File: src/rtl/uart_tx_fifo_ctrl.sv
// +----------------------------------------------------------------------------+
// | uart_tx_fifo_ctrl : transmit holding FIFO and launch pacing for UART_TX     |
// | Revision: 1.0                                                              |
// +----------------------------------------------------------------------------+
`default_nettype none

module uart_tx_fifo_ctrl #(
  parameter int DEPTH = 4,
  localparam int AW = $clog2(DEPTH)
) (
  input  logic          i_Clock,
  input  logic          i_Rst,
  input  logic          i_Wr_DV,
  input  logic [7:0]    i_Wr_Byte,
  input  logic          i_TX_En,
  input  logic          i_Flush,
  input  logic          i_TX_Done,
  output logic          o_TX_DV,
  output logic [7:0]    o_TX_Byte,
  output logic          o_TX_RDY,
  output logic          o_TX_EMT,
  output logic [AW:0]   o_Count,
  output logic          o_Wr_Drop
);

  localparam logic [1:0] S_IDLE   = 2'd0;
  localparam logic [1:0] S_LAUNCH = 2'd1;
  localparam logic [1:0] S_BUSY   = 2'd2;
  localparam logic [1:0] S_GAP    = 2'd3;

  localparam logic [AW:0]   C_FULL    = (AW+1)'(DEPTH);
  localparam logic [AW:0]   C_CNT_ONE = (AW+1)'(1);
  localparam logic [AW-1:0] C_PTR_ONE = AW'(1);

  logic [1:0]    state_q,   state_d;
  logic [AW-1:0] wr_ptr_q,  wr_ptr_d;
  logic [AW-1:0] rd_ptr_q,  rd_ptr_d;
  logic [AW:0]   count_q,   count_d;
  logic          tx_dv_q,   tx_dv_d;
  logic [7:0]    tx_byte_q, tx_byte_d;
  logic          wr_drop_q, wr_drop_d;
  logic [7:0]    mem_q [DEPTH];

  logic pop;
  logic push;

  always_comb begin
    pop  = (state_q == S_IDLE) && i_TX_En && (count_q != '0) && !i_Flush;
    // A full FIFO still accepts a write when the head leaves in the same cycle.
    push = i_Wr_DV && !i_Flush && ((count_q != C_FULL) || pop);

    state_d   = state_q;
    tx_dv_d   = 1'b0;
    tx_byte_d = tx_byte_q;
    wr_drop_d = i_Wr_DV && !i_Flush && (count_q == C_FULL) && !pop;
    wr_ptr_d  = wr_ptr_q;
    rd_ptr_d  = rd_ptr_q;
    count_d   = count_q;

    case (state_q)
      S_IDLE: begin
        if (pop) begin
          state_d   = S_LAUNCH;
          tx_dv_d   = 1'b1;
          tx_byte_d = mem_q[rd_ptr_q];
        end
      end
      S_LAUNCH: state_d = S_BUSY;
      S_BUSY:   if (i_TX_Done) state_d = S_GAP;
      S_GAP:    state_d = S_IDLE;
      default:  state_d = S_IDLE;
    endcase

    if (i_Flush) begin
      wr_ptr_d = '0;
      rd_ptr_d = '0;
      count_d  = '0;
    end else begin
      if (push) wr_ptr_d = wr_ptr_q + C_PTR_ONE;
      if (pop)  rd_ptr_d = rd_ptr_q + C_PTR_ONE;
      if (push && !pop)      count_d = count_q + C_CNT_ONE;
      else if (pop && !push) count_d = count_q - C_CNT_ONE;
    end
  end

  always_ff @(posedge i_Clock) begin
    if (i_Rst) begin
      state_q   <= S_IDLE;
      wr_ptr_q  <= '0;
      rd_ptr_q  <= '0;
      count_q   <= '0;
      tx_dv_q   <= 1'b0;
      tx_byte_q <= 8'h00;
      wr_drop_q <= 1'b0;
    end else begin
      state_q   <= state_d;
      wr_ptr_q  <= wr_ptr_d;
      rd_ptr_q  <= rd_ptr_d;
      count_q   <= count_d;
      tx_dv_q   <= tx_dv_d;
      tx_byte_q <= tx_byte_d;
      wr_drop_q <= wr_drop_d;
    end
  end

  // Storage needs no reset: entries are only read after being written.
  always_ff @(posedge i_Clock) begin
    if (push) mem_q[wr_ptr_q] <= i_Wr_Byte;
  end

  assign o_TX_DV   = tx_dv_q;
  assign o_TX_Byte = tx_byte_q;
  assign o_TX_RDY  = (count_q != C_FULL);
  assign o_TX_EMT  = (count_q == '0) && (state_q == S_IDLE);
  assign o_Count   = count_q;
  assign o_Wr_Drop = wr_drop_q;

endmodule

`default_nettype wire

File: config.mk
export PLATFORM = sky130hd
export DESIGN_NAME = uart_tx_fifo_ctrl
export DESIGN_NICKNAME = d
export VERILOG_FILES = /design/src/rtl/uart_tx_fifo_ctrl.sv
export SDC_FILE = /design/constraint.sdc
export NUM_CORES = 1
export LEC_CHECK = 0
export CORE_MARGIN = 5
export CORE_UTILIZATION = 54
export CTS_CLUSTER_DIAMETER = 100
export CTS_CLUSTER_SIZE = 24
export DETAILED_ROUTE_END_ITERATION = 7
export GPL_TIMING_DRIVEN = 0
export HOLD_SLACK_MARGIN = 0.1
export PLACE_DENSITY = 0.79
export SLEW_MARGIN = 5
export SYNTH_ARGS = -nofsm -noshare
export SYNTH_HDL_FRONTEND = slang
export SYNTH_SLANG_ARGS = --single-unit
File: constraint.sdc
create_clock -name i_Clock -period 2.75 [get_ports i_Clock]
set_input_delay 0.275 -clock i_Clock [delete_from_list [all_inputs] [get_ports i_Clock]]
set_output_delay 0.275 -clock i_Clock [all_outputs]
set_load 0.05 [all_outputs]
=== After elaboration in Yosys (flattened, before gate mapping) ===
Memories as Yosys holds them, arrays and structs flattened. A register that Yosys moved wholly into a read port is not among the register bits.
Index checks and enable logic that the tools add are counted.
Widths: inputs -> output; s select.

* Flip-flop bits (word level): 11
* Bits in writable memories: 32
* Output and inout port bits: 15
* Memories kept: 1

* $add $sub $neg: 4
* Eq/ne operators: 7
* Muxes and demuxes: 8
* Bitwise logic cells: 1
* Reduce and logical (&&, ||, !) cells: 22

{| class="wikitable"
|+ Memories
! memory !! depth !! bits a word !! read ports !! clocked after memory_dff !! write ports !! line !! source
|-
| mem_q || 4 || 8 || 1 || 1 || 1 || 42 || <nowiki>logic [7:0] mem_q [DEPTH];</nowiki>
|}

{| class="wikitable"
|+ Operators with widths
! operator !! count
|-
| $logic_and 1x1->1 || 10
|-
| $pmux 2 s4 || 1
|-
| $mux 3 || 2
|-
| $add 2x1->2 const B || 2
|-
| $eq 2x2->1 const B || 2
|-
| $mux 2 || 2
|-
| $ne 2x2->1 const B || 2
|-
| $reduce_and 2->1 || 2
|-
| $reduce_or 2->1 || 2
|-
| $add 3x1->3 const B || 1
|-
| $eq 3x3->1 const B || 1
|-
| $logic_not 1->1 || 3
|-
| $logic_not 3->1 || 1
|-
| $mux 1 || 3
|-
| $ne 3x3->1 const B || 1
|-
| $reduce_bool 3->1 || 1
|-
| $sub 3x1->3 const B || 1
|-
| $eq 2x1->1 const B || 1
|-
| $logic_not 2->1 || 1
|-
| $reduce_bool 2->1 || 1
|-
| $logic_or 1x1->1 || 1
|-
| $not 1->1 || 1
|}

=== Longest topological paths before layout ===
* Depth after elaboration: 10
* Gate-level depth with buffers: 11
* Depth with buffers taken out: 10

=== Least setup slack after synthesis ===
OpenSTA, ideal clock, no wires.

* Path type: register to register
* Start point: register count_q[0] (netlist: o_Count[0])
* End point: register count_q[2] (netlist: o_Count[2])
* Arrival: 2.407 ns
* Required time: 2.680 ns
* Path slack: 0.273 ns
* Cell stages (with the launch flop): 9
* Path buffers: 0
* Cell sequence: dfxtp_1 nor2_1 a31oi_1 ha_1 inv_1 fa_1 xor2_1 or3_1 a21oi_1

* Longest elaborated chain between the ends: 8

{| class="wikitable"
|+ RTL lines
! item !! line !! source
|-
| start, declared || 38 || <nowiki>logic [AW:0] count_q, count_d;</nowiki>
|-
| start signal, assigned || 99 || <nowiki>count_q <= count_d;</nowiki>
|-
| $reduce_bool 3->1 || 48 || <nowiki>pop = (state_q == S_IDLE) && i_TX_En && (count_q != '0) && !i_Flush;</nowiki>
|-
| $logic_and 1x1->1 (2 in a row) || 48 ||
|-
| $logic_or 1x1->1 (*) || 50 || <nowiki>push = i_Wr_DV && !i_Flush && ((count_q != C_FULL) || pop);</nowiki>
|-
| $logic_and 1x1->1 (*) || 50 ||
|-
| net push || 45 || <nowiki>logic push;</nowiki>
|-
| $logic_not 1->1 || 82 || <nowiki>else if (pop && !push) count_d = count_q - C_CNT_ONE;</nowiki>
|-
| $logic_and 1x1->1 || 82 ||
|-
| $reduce_bool 2->1 (no source line) || - ||
|}

The timed path passes the listed nets; every way through them passes the cells marked *. The select of a mux whose other input is x is not followed.
A chain may end at the register's enable or synchronous reset.

=== Final worst setup path ===
* Start point: register state_q[0]
* End point: register count_q[2] (netlist: o_Count[2])

* Longest elaborated chain between the ends: 9

{| class="wikitable"
|+ RTL lines
! item !! line !! source
|-
| start, declared || 35 || <nowiki>logic [1:0] state_q, state_d;</nowiki>
|-
| start signal, assigned || 96 || <nowiki>state_q <= state_d;</nowiki>
|-
| $logic_not 2->1 (*) || 48 ||
|-
| $logic_and 1x1->1 (*) (3 in a row) || 48 ||
|-
| $logic_or 1x1->1 (*) || 50 ||
|-
| $logic_and 1x1->1 (*) || 50 ||
|-
| net push || 45 ||
|-
| $logic_not 1->1 || 82 ||
|-
| $logic_and 1x1->1 || 82 ||
|-
| $reduce_bool 2->1 (no source line) || - ||
|}

The timed path passes the listed nets; every way through them passes the cells marked *.

==> results.ini <==
[floorplan]
ios = 29
core_um2 = 3940
fp.dieH_um = 73.1
placementRows = 23
initial_utilization_pct = 54.6
die_w_um = 73.1
die-area_um2 = 5350

[sta]
finalMaxSlewViolations = 0
max_freq_mhz = 388
setup_tns_ns = 0
slew_headroom_pct = 64.5
tightest_slew_ns = 0.530
rsz0062_at_grt = false
fin_skew_ns = 0.00599
fin_ws_ns = 0.174
min_period_ns = 2.58
finalHoldViolations = 0
setup_viol = 0
finalCritPeriodShare_pct = 93.7

[yosys]
ys_types = 34
synth_seq_cells = 51
yosys-top-cells-area = edfxtp_1, dfxtp_1, mux4_2, ha_1, mux4_1
yosysTopAreaCell = edfxtp_1
synth_nets = 178
syn_avg_cell_area_um2 = 13.9
synth_warnings = 0
synth_cells = 155
synthesis.area_um2 = 2150
synth.top_cell.area_share_pct = 44.7
yosysSeqAreaShare_pct = 62.4

[clocking]
root_buffer = clkbuf_8
ctsHtreeMaxLevel = 2
path_clk_slew_ns = 0.09
cts.sinks = 51
cts_max_path_buffers = 2
cts_hold_buf = 0
clk_latency_ns = 0.30
tritoncts = done
cts_buffers = 5

[drt]
first_iter_violations = 93
routed_via_density = 5.50
wl_mm = 3.87
antenna_left = 0
met2_length_mm = 2.02
drc_errors = 0
wl_per_cell_um = 16.0
wirelength_met1_mm = 1.56
topRoutingLayerUsed = met4
wl_met3_um = 227
drt-pass1-iter-count = 4
vias = 1325

[worst_setup_path]
critPathKind = flop to flop
cp_slowest_cell = fa_1
cp_max_fo = 5
crit_chain = inv_1 -> ha_1 -> nand3b_1 -> a31oi_4 -> ha_1 -> inv_1 -> fa_1 -> xor2_1 -> or3_1 -> a21oi_1
cp-end-kind = flop
cp.required_ns = 2.98
worstReg2RegStart = state_q[0]$_SDFFE_PP0P_
arrival_ns = 2.81
cpPeakStageDelay_ns = 0.38
worst_r2r_endpoint = o_Count[2]$_SDFFE_PP0P_
reg2reg_depth = 10
critPathLaunchType = flop
r2r_setup_slack_ns = 0.17

[power_and_ir_drop]
power_density_nw_per_um2 = 564
p_leak_nw = 0.885
p_total_mw = 1.47
ir_worst_vdd_v = 0.000333

[cells_and_area]
multi_input_area_um2 = 749
regArea_um2 = 1340
drive_above_1_share_pct = 12.0
design_area_um2 = 2600
finish.utilization_pct = 66.0
final_common_cell = edfxtp_1
num_antenna_cells = 0
fill_cells = 283
final_cell_mix = edfxtp_1, clkdlybuf4s50_1, dfxtp_1
syn_to_final_growth_pct = 21.1
nets = 213

[grt]
gr-total-overflow = 0
grt_pass1_vias = 1363
grt_max_degree = 17
antenna_found_initial = 0
grt_first_pass_wirelength_mm = 6.40
track_usage_pct = 16.0

[min_path]
whs_endpoint = o_TX_Byte[0]$_SDFFE_PP0P_
holdPathStages = 2
hold_class = flop to flop
worstHoldStart = o_TX_Byte[0]$_SDFFE_PP0P_

[place]
hpwlAfterDp_mm = 2.83
routabilityCongestion = 0.788
post_dp_cell_area_um2 = 2490
place.port_buffers = 28
dp_slack_ns = -0.158

[run_status]
status = finished clean

[run]
maxCapViolCount = 0

[worst max-delay path by stage]
stage                            startpoint                      end  slack [ns]  cells past startpoint
floorplan           o_Count[0]$_SDFFE_PP0P_  o_Count[2]$_SDFFE_PP0P_        0.27                      8
global placement                    i_Flush  o_Count[2]$_SDFFE_PP0P_        0.03                      9
detailed placement                  i_Flush  o_Count[2]$_SDFFE_PP0P_       -0.16                      9
CTS                 state_q[0]$_SDFFE_PP0P_  o_Count[2]$_SDFFE_PP0P_       0.002                     10
global route        state_q[0]$_SDFFE_PP0P_  o_Count[2]$_SDFFE_PP0P_        0.05                     10
finish              state_q[0]$_SDFFE_PP0P_  o_Count[2]$_SDFFE_PP0P_        0.17                     10
[cell usage after synthesis, drive strengths merged]
| master | instances |
|---|---|
| edfxtp | 32 |
| dfxtp | 19 |
| a21oi | 11 |
| o21ai | 10 |
| inv | 9 |
| nand3 | 9 |
| ha | 8 |
| mux4 | 8 |
| nand2 | 8 |
| nor2 | 5 |
| and2 | 4 |
| clkbuf | 4 |
| mux2i | 4 |
| buf | 3 |
| a31oi | 2 |
| nand2b | 2 |
| or2 | 2 |
| or3 | 2 |
| xor2 | 2 |
| a221oi | 1 |
| and3b | 1 |
| fa | 1 |
| nand3b | 1 |
| nor3 | 1 |
| nor4 | 1 |
| nor4b | 1 |
| o21a | 1 |
| o221a | 1 |
| o31ai | 1 |
| or4 | 1 |
[stage by stage]
stage	cells	hold WS (ns)
after CTS	241	0.485
final	241	0.482
after global routing	241	0.525
after detailed placement	233	0.472
after global placement	233	0.462
after floorplan	155	0.374
[state kept, by name, indices dropped and copies added, names as in the netlist]
| name | count |
|---|---|
| mem_q | 32 |
| o_Count | 3 |
| o_TX_Byte | 8 |
| o_TX_DV | 1 |
| o_Wr_Drop | 1 |
| rd_ptr_q | 2 |
| state_q | 2 |
| wr_ptr_q | 2 |
[kinds of logic after synthesis]
group | after synthesis | synth area share [%]
buf+inv | 16 | 3.49
mux | 12 | 10.8
fa+ha+maj | 9 | 5.58
flops | 51 | 62.4
simple gates | 38 | 9.60
xor+xnor | 2 | 0.815
compound gates | 27 | 7.39
[final cells by class]
type	count	area share, %
timing repair buffer	28	10.8
clock buffer	7	3.32
sequential	51	51.5
clock inverter	1	0.336
multi-input combinational	88	28.8
inverter	9	1.39
buffer	7	1.49
tap	50	2.40
[timing repair]
action	4_1_cts	5_1_grt
endpoints found under the setup margin	0	1
resized for setup	0	2
buffers inserted	0	0
[per-layer routing]
layer,track usage (%),vias to the layer above
met5,0,-
met4,5.74,0
met3,4.41,6
met2,27.2,43
met1,19.3,630
li1,-,646
[worst max-delay path: cells and delay by family, from the launching register on]
kind            cells  cell delay (ns)
fa+ha+maj           3             0.86
flops               1             0.32
simple gates        2             0.55
compound gates      2             0.43
buf+inv             2             0.17
xor+xnor            1             0.18
[report_power, final]
part           internal [mW]  leakage [nW]  switching, mW  total [mW]
clock network          0.208        0.0489          0.240       0.448
logic                 0.0728         0.392          0.107       0.180
registers              0.829         0.444         0.0108       0.840
No activity file was read; power rests on OpenSTA's default activity.
